## src/rtl/obi_wb_master_bridge.sv

```systemverilog
// rtl/obi_wb_master_bridge.sv - single-outstanding OBI data port to Wishbone classic master bridge

module obi_wb_master_bridge #(
   parameter int unsigned ADDR_WIDTH     = 32,
   parameter int unsigned TIMEOUT_CYCLES = 255
) (
   input  logic                  wb_clk_i,
   input  logic                  rst_i,
   // OBI slave side (core LSU)
   input  logic                  obi_req_i,
   output logic                  obi_gnt_o,
   input  logic [ADDR_WIDTH-1:0] obi_addr_i,
   input  logic                  obi_we_i,
   input  logic [3:0]            obi_be_i,
   input  logic [31:0]           obi_wdata_i,
   output logic                  obi_rvalid_o,
   output logic [31:0]           obi_rdata_o,
   output logic                  obi_err_o,
   // Wishbone classic master side
   output logic [ADDR_WIDTH-1:0] wb_addr_o,
   output logic [31:0]           wb_wdata_o,
   output logic                  wb_we_o,
   output logic                  wb_stb_o,
   output logic                  wb_cyc_o,
   input  logic                  wb_ack_i,
   input  logic [31:0]           wb_rdata_i
);

   localparam logic [2:0] S_IDLE    = 3'd0;
   localparam logic [2:0] S_RD      = 3'd1;
   localparam logic [2:0] S_WR      = 3'd2;
   localparam logic [2:0] S_RMW_RD  = 3'd3;
   localparam logic [2:0] S_RMW_GAP = 3'd4;
   localparam logic [2:0] S_RMW_WR  = 3'd5;
   localparam logic [2:0] S_RESP    = 3'd6;

   // The counter only has to reach TIMEOUT_CYCLES-1; the final waiting cycle is detected by compare.
   localparam int unsigned       CNT_W    = (TIMEOUT_CYCLES > 1) ? $clog2(TIMEOUT_CYCLES) : 1;
   localparam logic [CNT_W-1:0]  CNT_LAST = CNT_W'((TIMEOUT_CYCLES == 0) ? 0 : TIMEOUT_CYCLES - 1);

   logic [2:0]            state_q;
   logic [ADDR_WIDTH-1:0] wb_addr_q;
   logic [3:0]            be_q;
   logic [31:0]           wdata_q;
   logic [31:0]           wb_wdata_q;
   logic [31:0]           rdata_q;
   logic                  err_q;
   logic [CNT_W-1:0]      cnt_q;

   logic                  bus_active;
   logic                  timeout_hit;
   logic [31:0]           merged;
   logic                  unused_addr_lsb;

   // Byte lanes are word-aligned on the Wishbone side; the OBI byte offset is carried by be.
   assign unused_addr_lsb = ^obi_addr_i[1:0];

   assign bus_active = (state_q == S_RD) || (state_q == S_WR) ||
                       (state_q == S_RMW_RD) || (state_q == S_RMW_WR);

   // An ack in the last allowed cycle takes priority over the timeout.
   assign timeout_hit = (TIMEOUT_CYCLES != 0) && bus_active && !wb_ack_i && (cnt_q == CNT_LAST);

   // Merge the read-back word with the enabled write bytes for the RMW write phase.
   always_comb begin
      merged = wb_rdata_i;
      for (int i = 0; i < 4; i++) begin
         if (be_q[i]) merged[8*i +: 8] = wdata_q[8*i +: 8];
      end
   end

   // Main transaction FSM with per-phase timeout and response capture.
   always_ff @(posedge wb_clk_i) begin
      if (rst_i) begin
         state_q    <= S_IDLE;
         wb_addr_q  <= '0;
         be_q       <= '0;
         wdata_q    <= '0;
         wb_wdata_q <= '0;
         rdata_q    <= '0;
         err_q      <= 1'b0;
         cnt_q      <= '0;
      end else begin
         case (state_q)
            S_IDLE: begin
               if (obi_req_i) begin
                  wb_addr_q  <= {obi_addr_i[ADDR_WIDTH-1:2], 2'b00};
                  be_q       <= obi_be_i;
                  wdata_q    <= obi_wdata_i;
                  wb_wdata_q <= obi_wdata_i;
                  rdata_q    <= '0;
                  err_q      <= 1'b0;
                  cnt_q      <= '0;
                  if (!obi_we_i)              state_q <= S_RD;
                  else if (obi_be_i == 4'hF)  state_q <= S_WR;
                  else if (obi_be_i == 4'h0)  state_q <= S_RESP;
                  else                        state_q <= S_RMW_RD;
               end
            end
            S_RD, S_WR, S_RMW_RD, S_RMW_WR: begin
               if (wb_ack_i) begin
                  case (state_q)
                     S_RD: begin
                        rdata_q <= wb_rdata_i;
                        state_q <= S_RESP;
                     end
                     S_RMW_RD: begin
                        wb_wdata_q <= merged;
                        state_q    <= S_RMW_GAP;
                     end
                     default: state_q <= S_RESP;
                  endcase
               end else if (timeout_hit) begin
                  err_q   <= 1'b1;
                  rdata_q <= '0;
                  state_q <= S_RESP;
               end else begin
                  cnt_q <= cnt_q + CNT_W'(1);
               end
            end
            S_RMW_GAP: begin
               // One idle bus cycle lets the downstream controller return to idle before the write.
               cnt_q   <= '0;
               state_q <= S_RMW_WR;
            end
            S_RESP: begin
               state_q <= S_IDLE;
            end
            default: begin
               state_q <= S_IDLE;
            end
         endcase
      end
   end

   assign obi_gnt_o    = obi_req_i && (state_q == S_IDLE);
   assign obi_rvalid_o = (state_q == S_RESP);
   assign obi_rdata_o  = rdata_q;
   assign obi_err_o    = err_q;

   assign wb_cyc_o   = bus_active;
   assign wb_stb_o   = bus_active;
   assign wb_we_o    = (state_q == S_WR) || (state_q == S_RMW_WR);
   assign wb_addr_o  = wb_addr_q;
   assign wb_wdata_o = wb_wdata_q;

endmodule

```

## config.mk

```make
export PLATFORM = sky130hd
export DESIGN_NAME = obi_wb_master_bridge
export DESIGN_NICKNAME = d
export VERILOG_FILES = /design/src/rtl/obi_wb_master_bridge.sv
export SDC_FILE = /design/constraint.sdc
export NUM_CORES = 1
export LEC_CHECK = 0
export ABC_CLOCK_PERIOD_IN_PS = 3760
export CAP_MARGIN = 30
export CORE_AREA = 2 2 112 114
export CTS_BUF_LIST = sky130_fd_sc_hd__clkbuf_8
export CTS_CLUSTER_SIZE = 40
export DETAILED_ROUTE_END_ITERATION = 8
export DIE_AREA = 0 0 114 116
export GPL_ROUTABILITY_DRIVEN = 1
export PLACE_DENSITY = 0.88
export SLEW_MARGIN = 20
export SYNTH_ARGS = -nofsm -noshare
export SYNTH_HDL_FRONTEND = slang
export SYNTH_SLANG_ARGS = --single-unit
```

## constraint.sdc

```tcl
create_clock -name wb_clk_i -period 3.76 [get_ports wb_clk_i]
set_input_delay 0.376 -clock wb_clk_i [delete_from_list [all_inputs] [get_ports wb_clk_i]]
set_output_delay 0.376 -clock wb_clk_i [all_outputs]
set_load 0.1 [all_outputs]
```

# After elaboration in Yosys (flattened, before gate mapping)
# Cells that the tools add are included.
dict set report classes {
  n_addsub 1
  n_eq_ne 16
  mux 29
  reduce_logical 19
}
# cell count
set op_table {}
lappend op_table {{32-bit two-way mux} 7}
lappend op_table {{32-bit case mux with 2 select lines} 2}
lappend op_table {{8-bit two-way mux} 7}
lappend op_table {{8-bit case mux with 3 select lines} 1}
lappend op_table {{3-bit two-way mux} 6}
lappend op_table {{4-bit AND reduction} 4}
lappend op_table {{2-bit inequality test, second input constant} 6}
lappend op_table {{3-bit equality test, second input constant} 3}
lappend op_table {{3-bit case mux with 3 select lines} 1}
lappend op_table {{8-bit by 1-bit adder with 8-bit output, second input constant} 1}
lappend op_table {{8-bit equality test, second input constant} 1}
lappend op_table {{3-bit by 2-bit equality test with 1-bit output, second input constant} 2}
lappend op_table {{3-bit inequality test, second input constant} 2}
lappend op_table {{4-bit equality test, second input constant} 1}
lappend op_table {{4-bit zero test} 1}
lappend op_table {{1-bit logical OR} 4}
lappend op_table {{2-bit AND reduction} 2}
lappend op_table {{4-bit OR reduction} 1}
lappend op_table {{3-bit by 1-bit equality test with 1-bit output, second input constant} 1}
lappend op_table {{1-bit logical AND} 3}
lappend op_table {{3-bit zero test} 1}
lappend op_table {{1-bit two-way mux} 3}
lappend op_table {{3-bit nonzero test} 1}
lappend op_table {{2-bit two-way mux} 1}
lappend op_table {{other kinds (3)} 3}
dict set report totals {
  ff_bits 142
  input_bits 105
  output_inout_bits 102
  word_cells 73
}

# Logic depth before layout (Yosys ltp)
# Gate-level depths: netlist of run 1.
dict set report depth {
  word_depth 9
  mapped_depth 9
  depth_no_buf 7
}

# Least setup slack after synthesis of run 1
# Ideal clock, no wire load.
dict set report synth_path {
  kind {register to output}
  startpoint {register state_q[2]}
  endpoint {output port wb_we_o}
  arrival_time_ns 2.769
  t_required_ns 3.384
  setup_slack_ns 0.615
  path_stages_with_launch 4
  n_path_buf 1
  path_cell_list {dfxtp_1 -> clkbuf_1 -> nand2b_1 -> o21ai_0}
}
dict set report synth_via {
  elab_chain_len 2
  word_cells_on_any_way 3
  classes_between {eq/ne: 2; reduce/logical: 1}
}
# item line_no
set synth_lines {}
lappend synth_lines {{from (decl)} 41} ;# logic [2:0] state_q;
lappend synth_lines {{from (signal assigned)} 75} ;# state_q <= S_IDLE;
lappend synth_lines {{from (signal assigned)} 94} ;# if (!obi_we_i) state_q <= S_RD;
lappend synth_lines {{from (signal assigned)} 95} ;# else if (obi_be_i == 4'hF) state_q <= S_WR;
lappend synth_lines {{3-bit by 2-bit equality test with 1-bit output or 3-bit equality test (tied branches)} 143} ;# assign wb_we_o = (state_q == S_WR) || (state_q == S_RMW_WR);
lappend synth_lines {{1-bit logical OR (*)} 143}
lappend synth_lines {{to (decl)} 22} ;# output logic wb_we_o,
# Mark *: on every way between the ends. The rest lies on a longest branch, timed or not.

# Final worst setup path of run 1
dict set report layout_path {
  startpoint {register state_q[2]}
  endpoint {output port obi_rvalid_o}
}
dict set report layout_via {
  elab_chain_len 1
}
# item line_no
set layout_lines {}
lappend layout_lines {{3-bit equality test} 137} ;# assign obi_rvalid_o = (state_q == S_RESP);
lappend layout_lines {{to (decl)} 16} ;# output logic obi_rvalid_o,
# No other way between the ends.

==> results of run 1 <==
cell families after synthesis:
kind of cell	share of synthesized area
fa+ha+maj	0.00414
xor+xnor	0.00580
simple gates	0.204
buf+inv	0.0589
compound gates	0.148
mux	0.108
other cells	0.000621
flops	0.471
layout make-up:
cell class	instances	area, um^2	area share
Multi-Input combinational cell	538	2860	0.337
Sequential cell	142	2840	0.335
Timing Repair Buffer	211	2090	0.247
Clock buffer	19	262	0.0308
Clock inverter	12	216	0.0255
Tap cell	147	184	0.0217
Inverter	7	26.3	0.00310
power groups by stage:
| stage | registers (uW) | logic, uW | clock network (uW) |
|---|---|---|---|
| after floorplan | 3810 | 2000 | 0 |
| after global placement | 2130 | 4510 | 0 |
| after detailed placement | 2150 | 4550 | 0 |
| after CTS | 2120 | 4580 | 1480 |
| after global routing | 2160 | 4810 | 1550 |
| final | 2120 | 4570 | 1460 |
worst max-delay path, cell delays in order, from the launching register on:
cell and delay [ns]:
sky130_fd_sc_hd__dfxtp_1 0.65, sky130_fd_sc_hd__nand2_1 0.19, sky130_fd_sc_hd__nor2_1 0.15, sky130_fd_sc_hd__clkdlybuf4s50_1 1.15
worst min-delay path by stage:
stage	from	endpoint	cells after the start
2_1_floorplan	wdata_q[0]$_SDFFE_PP0P_	wdata_q[0]$_SDFFE_PP0P_	2
3_3_place_gp	wb_addr_o[8]$_SDFFE_PP0P_	wb_addr_o[8]$_SDFFE_PP0P_	2
3_5_place_dp	obi_rdata_o[10]$_SDFFE_PP0P_	obi_rdata_o[10]$_SDFFE_PP0P_	2
4_1_cts	rst_i	wdata_q[16]$_SDFFE_PP0P_	2
5_1_grt	rst_i	wb_wdata_o[16]$_SDFFE_PP0P_	2
6_report	rst_i	wb_wdata_o[19]$_SDFFE_PP0P_	2
metal layers:
metal	track usage	vias up	wire length, um	share of wire
li1	-	2828	-	-
met1	0.304	2657	6980	0.41
met2	0.448	230	8350	0.49
met3	0.0884	40	1380	0.080
met4	0.109	0	432	0.025
met5	0	-	0	0
through the flow:
stage          hold slack [ns]  power (uW)  utilization
2_1_floorplan            0.436        5810            -
6_report                 0.418        8160        0.712
3_5_place_dp             0.445        6700        0.672
3_3_place_gp             0.440        6640        0.672
4_1_cts                  0.394        8170        0.712
5_1_grt                  0.430        8520        0.712
sequential cells by signal, summed over array words and instances, names as in the netlist:
signal	cells
wb_wdata_o	32
be_q	4
cnt_q	8
obi_rdata_o	32
obi_err_o	1
wb_addr_o	30
state_q	3
wdata_q	32
placed cells by master (no fill, tap or decap), types with 3 or more instances in the layout:
| master | instances |
|---|---|
| sky130_fd_sc_hd__nor2_1 | 15 |
| sky130_fd_sc_hd__xnor2_1 | 4 |
| sky130_fd_sc_hd__clkbuf_8 | 19 |
| sky130_fd_sc_hd__clkinvlp_4 | 3 |
| sky130_fd_sc_hd__nand3_1 | 7 |
| sky130_fd_sc_hd__nor3_1 | 4 |
| sky130_fd_sc_hd__bufinv_16 | 6 |
| sky130_fd_sc_hd__inv_1 | 5 |
| sky130_fd_sc_hd__o211ai_1 | 32 |
| sky130_fd_sc_hd__a21oi_1 | 104 |
| sky130_fd_sc_hd__a211oi_1 | 3 |
| sky130_fd_sc_hd__clkdlybuf4s50_1 | 198 |
| sky130_fd_sc_hd__mux2i_1 | 65 |
| sky130_fd_sc_hd__o21ai_0 | 5 |
| sky130_fd_sc_hd__dfxtp_1 | 142 |
| sky130_fd_sc_hd__nand2_1 | 269 |
| sky130_fd_sc_hd__buf_4 | 12 |
==> results.txt, run 1 <==
----------------------------------------------------
[Power and ir drop]
  Cell leakage power ... around 0.003 uW
  Switching power of the nets ... 4240 uW
  Share of power burned in combinational logic ... 0.561
  Proportion of power drawn by the clock network ... 0.180
  Fraction of power spent switching nets ... 0.520
  Power density over the cells ... slightly below 1000 nW/um^2
  Internal power summed over all cells ... between 3000 and 4000 uW
  Peak VDD IR ... between 0.6 and 0.7 mV
  Part of the total power dissipated in sequential elements ... 0.260

[Synthesis]
  Synth cell types ... 42
  Register area share after synthesis ... 0.471
  Post-synth EDFFs ... 0
  Dominant cell by count in the synthesized netlist ... sky130_fd_sc_hd__nand2_1
  Prevailing post-synth register cell ... sky130_fd_sc_hd__dfxtp_1
  Fraction of synthesis flops using an asynchronous set or reset pin ... 0
  Yosys warning count ... 0
  Library cell with the largest summed area after synthesis ... sky130_fd_sc_hd__dfxtp_1
  Area contributors post-synth ... sky130_fd_sc_hd__dfxtp_1, sky130_fd_sc_hd__nand2_1, sky130_fd_sc_hd__mux2i_1
  Area share of the largest cell type after synthesis ... 0.471
  Post-Synthesis Cells ... between 700 and 800
  Most instantiated cells after synthesis ... sky130_fd_sc_hd__nand2_1, sky130_fd_sc_hd__dfxtp_1, sky130_fd_sc_hd__a21oi_1
  Flop and latch count out of synthesis ... 142
  Mean Syn Cell Area ... 8.09 um^2
  Syn Std Cell Area ... a little over 6000 um^2

[Drt]
  Via count ... 5755
  WL/cell ... roughly 16 um
  Number of violations reported at the end of detailed-routing iteration 0 ... between 300 and 400
  Final wirelength ... around 17 mm
  Final antenna-violating net count ... 0
  1st-pass router iterations ... 7
  Vias per inst ... 5.35
  DRC violations left ... 0

[Floorplan]
  Top-level port count ... approximately 210
  Initial standard-cell utilization of the core ... 0.507
  Horizontal extent of the die ... 114 um
  Site row count ... 40
  Floorplan Core Area ... between 10000 and 15000 um^2
  Area enclosed by the die boundary ... approximately 13000 um^2
  Die boundary height ... ~120 um

[Place]
  Final GP Congestion ... between 0.8 and 0.9
  Post-DP HPWL ... roughly 11 mm
  Cell count after placement ... approximately 1000
  Pre-CTS setup slack ... 1.21 ns
  Port-buffer cells ... 202
  Dpl cell area ... between 8000 and 9000 um^2

[Timing]
  Transition time at the pin with the least slew margin ... 1.02 ns
  Final-report hold violation count ... 0
  Final number of setup-violating endpoints ... 0
  Timing-limited maximum frequency ... between 300 and 400 MHz
  Number of pins with negative max-slew slack in the final report ... 0
  Worst setup slack after layout ... 0.791 ns
  Final critical-path required period ... between 2 and 3 ns
  Final TNS setup ... 0 ns
  Post-route clock skew ... around 0.007 ns
  Part of the cycle the worst path needs ... 0.790
  Worst rel slew slack ... 0.316
  Setup repair after global routing missed its margin ... false

[Run status]
  Run status ... finished, final reports clean

[Setup path]
  Startpoint kind of the worst setup timing path ... flip-flop
  Worst Setup SP ... state_q[2]$_SDFFE_PP0P_
  Worst R2R Start ... state_q[2]$_SDFFE_PP0P_
  Data required, critical path ... 3.38 ns
  R2R Path End ... obi_rdata_o[5]$_SDFFE_PP0P_
  Element type at the critical path end ... primary output
  Setup slack of the worst register-to-register path ... 1.33 ns
  Data arrival at the endpoint of the critical path ... about 2.6 ns
  Kind of critical path ... flip-flop to primary output
  Termination of the worst setup path ... obi_rvalid_o
  Worst-path maximum fanout ... 15
  Cells on worst reg2reg path ... 6

[Clocking]
  Quantity of gates resized following cts ... 0
  CTS hold repair buffers ... 0
  Clock tree from TritonCTS ... yes
  Max Buffers Root-to-Sink ... 2
  Clock buffer count from CTS ... 17
  H-tree lvl count ... 4
  CTS Root Buffer Type ... sky130_fd_sc_hd__clkbuf_8
  Count of buffers added by post-CTS timing repair for setup ... 0
  Clk slew on worst S/H paths ... approximately 0.08 ns
  Clock insertion delay at the later pin of the skew report ... between 0.4 and 0.5 ns
  Total clock sinks ... 142

[Global route]
  Total overflow reported by the global router ... 0
  Number of antenna violations at the first check in global routing ... 0
  Vias in the first global route ... approximately 5600
  Global-route total usage across every layer ... 0.263
  Wire length of the first global-routing pass ... 27.2 mm
  Largest net degree at the start of global routing ... 68

[Run]
  Number of maximum-capacitance constraint violations ... 0

[Cells and area]
  Layout-stage area growth over the synthesis result ... 40.5%
  Summed area of non-filler cells in the final layout ... about 8500 um^2
  Post-layout net count ... about 1000
  Non-filler cells in the finished layout ... 1076
  Antenna fix cells ... 0
  Fraction of layout cells with a size suffix above 1 ... 0.0549
  Layout filler cell count ... roughly 920

[Hold path]
  Class of the tightest hold or removal check ... input pin to flip-flop

----------------------------------------------------
Power figures use the tool's default switching activity.
==> inputs of run 2 (changes only) <==
--- a/config.mk
+++ b/config.mk
@@ -5,15 +5,15 @@
 export SDC_FILE = /design/constraint.sdc
 export NUM_CORES = 1
 export LEC_CHECK = 0
-export ABC_CLOCK_PERIOD_IN_PS = 3760
+export ABC_CLOCK_PERIOD_IN_PS = 2950
 export CAP_MARGIN = 30
-export CORE_AREA = 2 2 112 114
+export CORE_AREA = 2 2 117 119
 export CTS_BUF_LIST = sky130_fd_sc_hd__clkbuf_8
 export CTS_CLUSTER_SIZE = 40
 export DETAILED_ROUTE_END_ITERATION = 8
-export DIE_AREA = 0 0 114 116
+export DIE_AREA = 0 0 119 121
 export GPL_ROUTABILITY_DRIVEN = 1
-export PLACE_DENSITY = 0.88
+export PLACE_DENSITY = 0.81
 export SLEW_MARGIN = 20
 export SYNTH_ARGS = -nofsm -noshare
 export SYNTH_HDL_FRONTEND = slang
==> constraint.sdc (replaced) <==
create_clock -name wb_clk_i -period 2.95 [get_ports wb_clk_i]
set_input_delay 0.295 -clock wb_clk_i [delete_from_list [all_inputs] [get_ports wb_clk_i]]
set_output_delay 0.295 -clock wb_clk_i [all_outputs]
set_load 0.1 [all_outputs]
==> results.txt, run 2 (same netlist as run 1, synthesis figures left out) <==
----------------------------------------------------
[Run status]
  Run status ... finished, final reports clean

[Timing]
  Transition time at the pin with the least slew margin ... 0.958 ns (-0.0642 ns)
  Hold slack ... 0.392 ns (-0.0259 ns)
  Final number of setup-violating endpoints ... 0 (unchanged)
  Number of pins with negative max-slew slack in the final report ... 0 (unchanged)
  Final critical-path required period ... 2.24 ns
  Timing-limited maximum frequency ... approximately 450 MHz
  Setup repair after global routing missed its margin ... false
  Final-report hold violation count ... 0 (unchanged)
  Worst rel slew slack ... 0.359 (+0.0429)
  Worst setup slack after layout ... 0.712 ns (-0.0790 ns)
  Post-route clock skew ... 0.00953 ns (+0.00245 ns)
  Part of the cycle the worst path needs ... 0.759
  Final TNS setup ... 0 ns (unchanged)

[Floorplan]
  Die boundary height ... 121 um (+4.3%)
  Initial standard-cell utilization of the core ... 0.461 (-0.0455)
  Floorplan Core Area ... 13100 um^2 (+9.9%)
  Horizontal extent of the die ... 119 um (+4.4%)
  Top-level port count ... 207 (unchanged)
  Area enclosed by the die boundary ... 14400 um^2 (+8.9%)
  Site row count ... 42 (+5.0%)

[Drt]
  WL/cell ... 15.0 um (-5.5%)
  Via count ... 5698 (-0.99%)
  Number of violations reported at the end of detailed-routing iteration 0 ... 318 (-12%)
  1st-pass router iterations ... 8 (+1)
  DRC violations left ... 0 (unchanged)
  Final wirelength ... 16.7 mm (-2.6%)
  Final antenna-violating net count ... 0 (unchanged)
  Vias per inst ... 5.14 (-3.9%)

[Setup path]
  Worst-path maximum fanout ... 24 (+9)
  Data required, critical path ... 2.65 ns (-0.73 ns)
  Startpoint kind of the worst setup timing path ... flip-flop
  Worst R2R Start ... state_q[2]$_SDFFE_PP0P_
  Element type at the critical path end ... primary output
  Data arrival at the endpoint of the critical path ... 1.94 ns (-0.65 ns)
  Kind of critical path ... flip-flop to primary output
  Worst Setup SP ... state_q[2]$_SDFFE_PP0P_
  R2R Path End ... obi_rdata_o[7]$_SDFFE_PP0P_
  Cells on worst reg2reg path ... 6 (unchanged)
  Setup slack of the worst register-to-register path ... 0.78 ns (-0.55 ns)

[Clocking]
  Quantity of gates resized following cts ... 0 (unchanged)
  CTS Root Buffer Type ... sky130_fd_sc_hd__clkbuf_8
  Clock buffer count from CTS ... 17 (unchanged)
  Clock insertion delay at the later pin of the skew report ... 0.44 ns (about the same)
  Clock tree from TritonCTS ... yes
  Total clock sinks ... 142 (unchanged)
  Count of buffers added by post-CTS timing repair for setup ... 0 (unchanged)
  Max Buffers Root-to-Sink ... 2 (unchanged)
  CTS hold repair buffers ... 0 (unchanged)
  Clk slew on worst S/H paths ... 0.07 ns (about the same)
  H-tree lvl count ... 4 (unchanged)

[Cells and area]
  End-of-flow core utilization ... 0.637 (-0.0747)
  Layout-stage area growth over the synthesis result ... 38.1%
  Fraction of layout cells with a size suffix above 1 ... 0.155 (+0.101)
  Commonest cells after routing, fill and taps aside ... sky130_fd_sc_hd__nand2_1, sky130_fd_sc_hd__dfxtp_1, sky130_fd_sc_hd__a21oi_1, sky130_fd_sc_hd__clkdlybuf4s50_1, sky130_fd_sc_hd__buf_4
  Non-filler cells in the finished layout ... 1109 (+3.1%)
  Post-layout net count ... 1027 (+0.29%)
  Most common cell after layout, fill and taps aside ... sky130_fd_sc_hd__nand2_1
  Antenna fix cells ... 0 (unchanged)

[Place]
  Final GP Congestion ... 0.840 (+3.1%)
  Pre-CTS setup slack ... 0.672 ns (-0.541 ns)
  Cell count after placement ... 1077 (+3.1%)
  Port-buffer cells ... 202 (unchanged)
  Post-DP HPWL ... 11.1 mm (+0.45%)

[Global route]
  Largest net degree at the start of global routing ... 68 (unchanged)
  Vias in the first global route ... 5318 (-4.9%)
  Number of antenna violations at the first check in global routing ... 0 (unchanged)
  Total overflow reported by the global router ... 0 (unchanged)
  Global-route total usage across every layer ... 0.235 (-0.0272)
  Wire length of the first global-routing pass ... 26.9 mm (-0.81%)

[Hold path]
  Hold-critical path endpoint ... wb_addr_o[31]$_SDFFE_PP0P_
  Start point of the worst hold path ... obi_addr_i[31]
  Worst hold path depth ... 3 (+1)
  Class of the tightest hold or removal check ... input pin to flip-flop

[Power and ir drop]
  Peak VDD IR ... 0.738 mV (+8.9%)
  Cell leakage power ... 0.00326 uW (+7.5%)
  Power density over the cells ... 1230 nW/um^2 (+28%)

[Run]
  Number of maximum-capacitance constraint violations ... 0 (unchanged)

----------------------------------------------------
-- run 2: worst max path at each step --
stage | endpoint | depth (start not counted)
6_report | wb_cyc_o | 5
3_5_place_dp | obi_rdata_o[20]$_SDFFE_PP0P_ | 6
2_1_floorplan | wb_we_o | 3
5_1_grt | wb_cyc_o | 5
3_3_place_gp | obi_rdata_o[10]$_SDFFE_PP0P_ | 5
4_1_cts | wb_cyc_o | 5
-- run 2: layout make-up --
type / count / area (um^2)
Timing Repair Buffer: 214 / 1960
Sequential cell: 142 / 2840
Multi-Input combinational cell: 538 / 2860
Tap cell: 176 / 220
Fill cell: 1127 / 4750
Clock buffer: 20 / 275
Clock inverter: 12 / 153
Inverter: 7 / 26.3
-- run 2: routing by layer --
metal | global-route usage | wire [um] | vias to the layer above
met1 | 0.282 | 7090 | 2630
li1 | - | - | 2836
met5 | 0 | 0 | -
met3 | 0.0898 | 1460 | 22
met2 | 0.391 | 7870 | 210
met4 | 0.0751 | 267 | 0
-- run 2: per-stage QoR --
stage	instance area [um^2]	power [uW]
global placement	7870	8560
detailed placement	7910	8660
CTS	8340	10300
floorplan	6040	7410
finish	8340	10300
global route	8340	10800
-- run 2: power breakdown --
| part | leakage, uW | switching (uW) | internal, uW |
|---|---|---|---|
| sequential | 0.00116 | 330 | 2370 |
| combinational | 0.00186 | 4360 | 1540 |
| clock | 0.000240 | 701 | 969 |
-- run 2: worst max-delay path, cell delays in order (launching register included) --
cell                      delay [ns]
sky130_fd_sc_hd__dfxtp_1        0.65
sky130_fd_sc_hd__nand2_1        0.19
sky130_fd_sc_hd__nand2_1        0.17
sky130_fd_sc_hd__inv_2          0.07
sky130_fd_sc_hd__buf_4          0.22
sky130_fd_sc_hd__buf_12         0.20
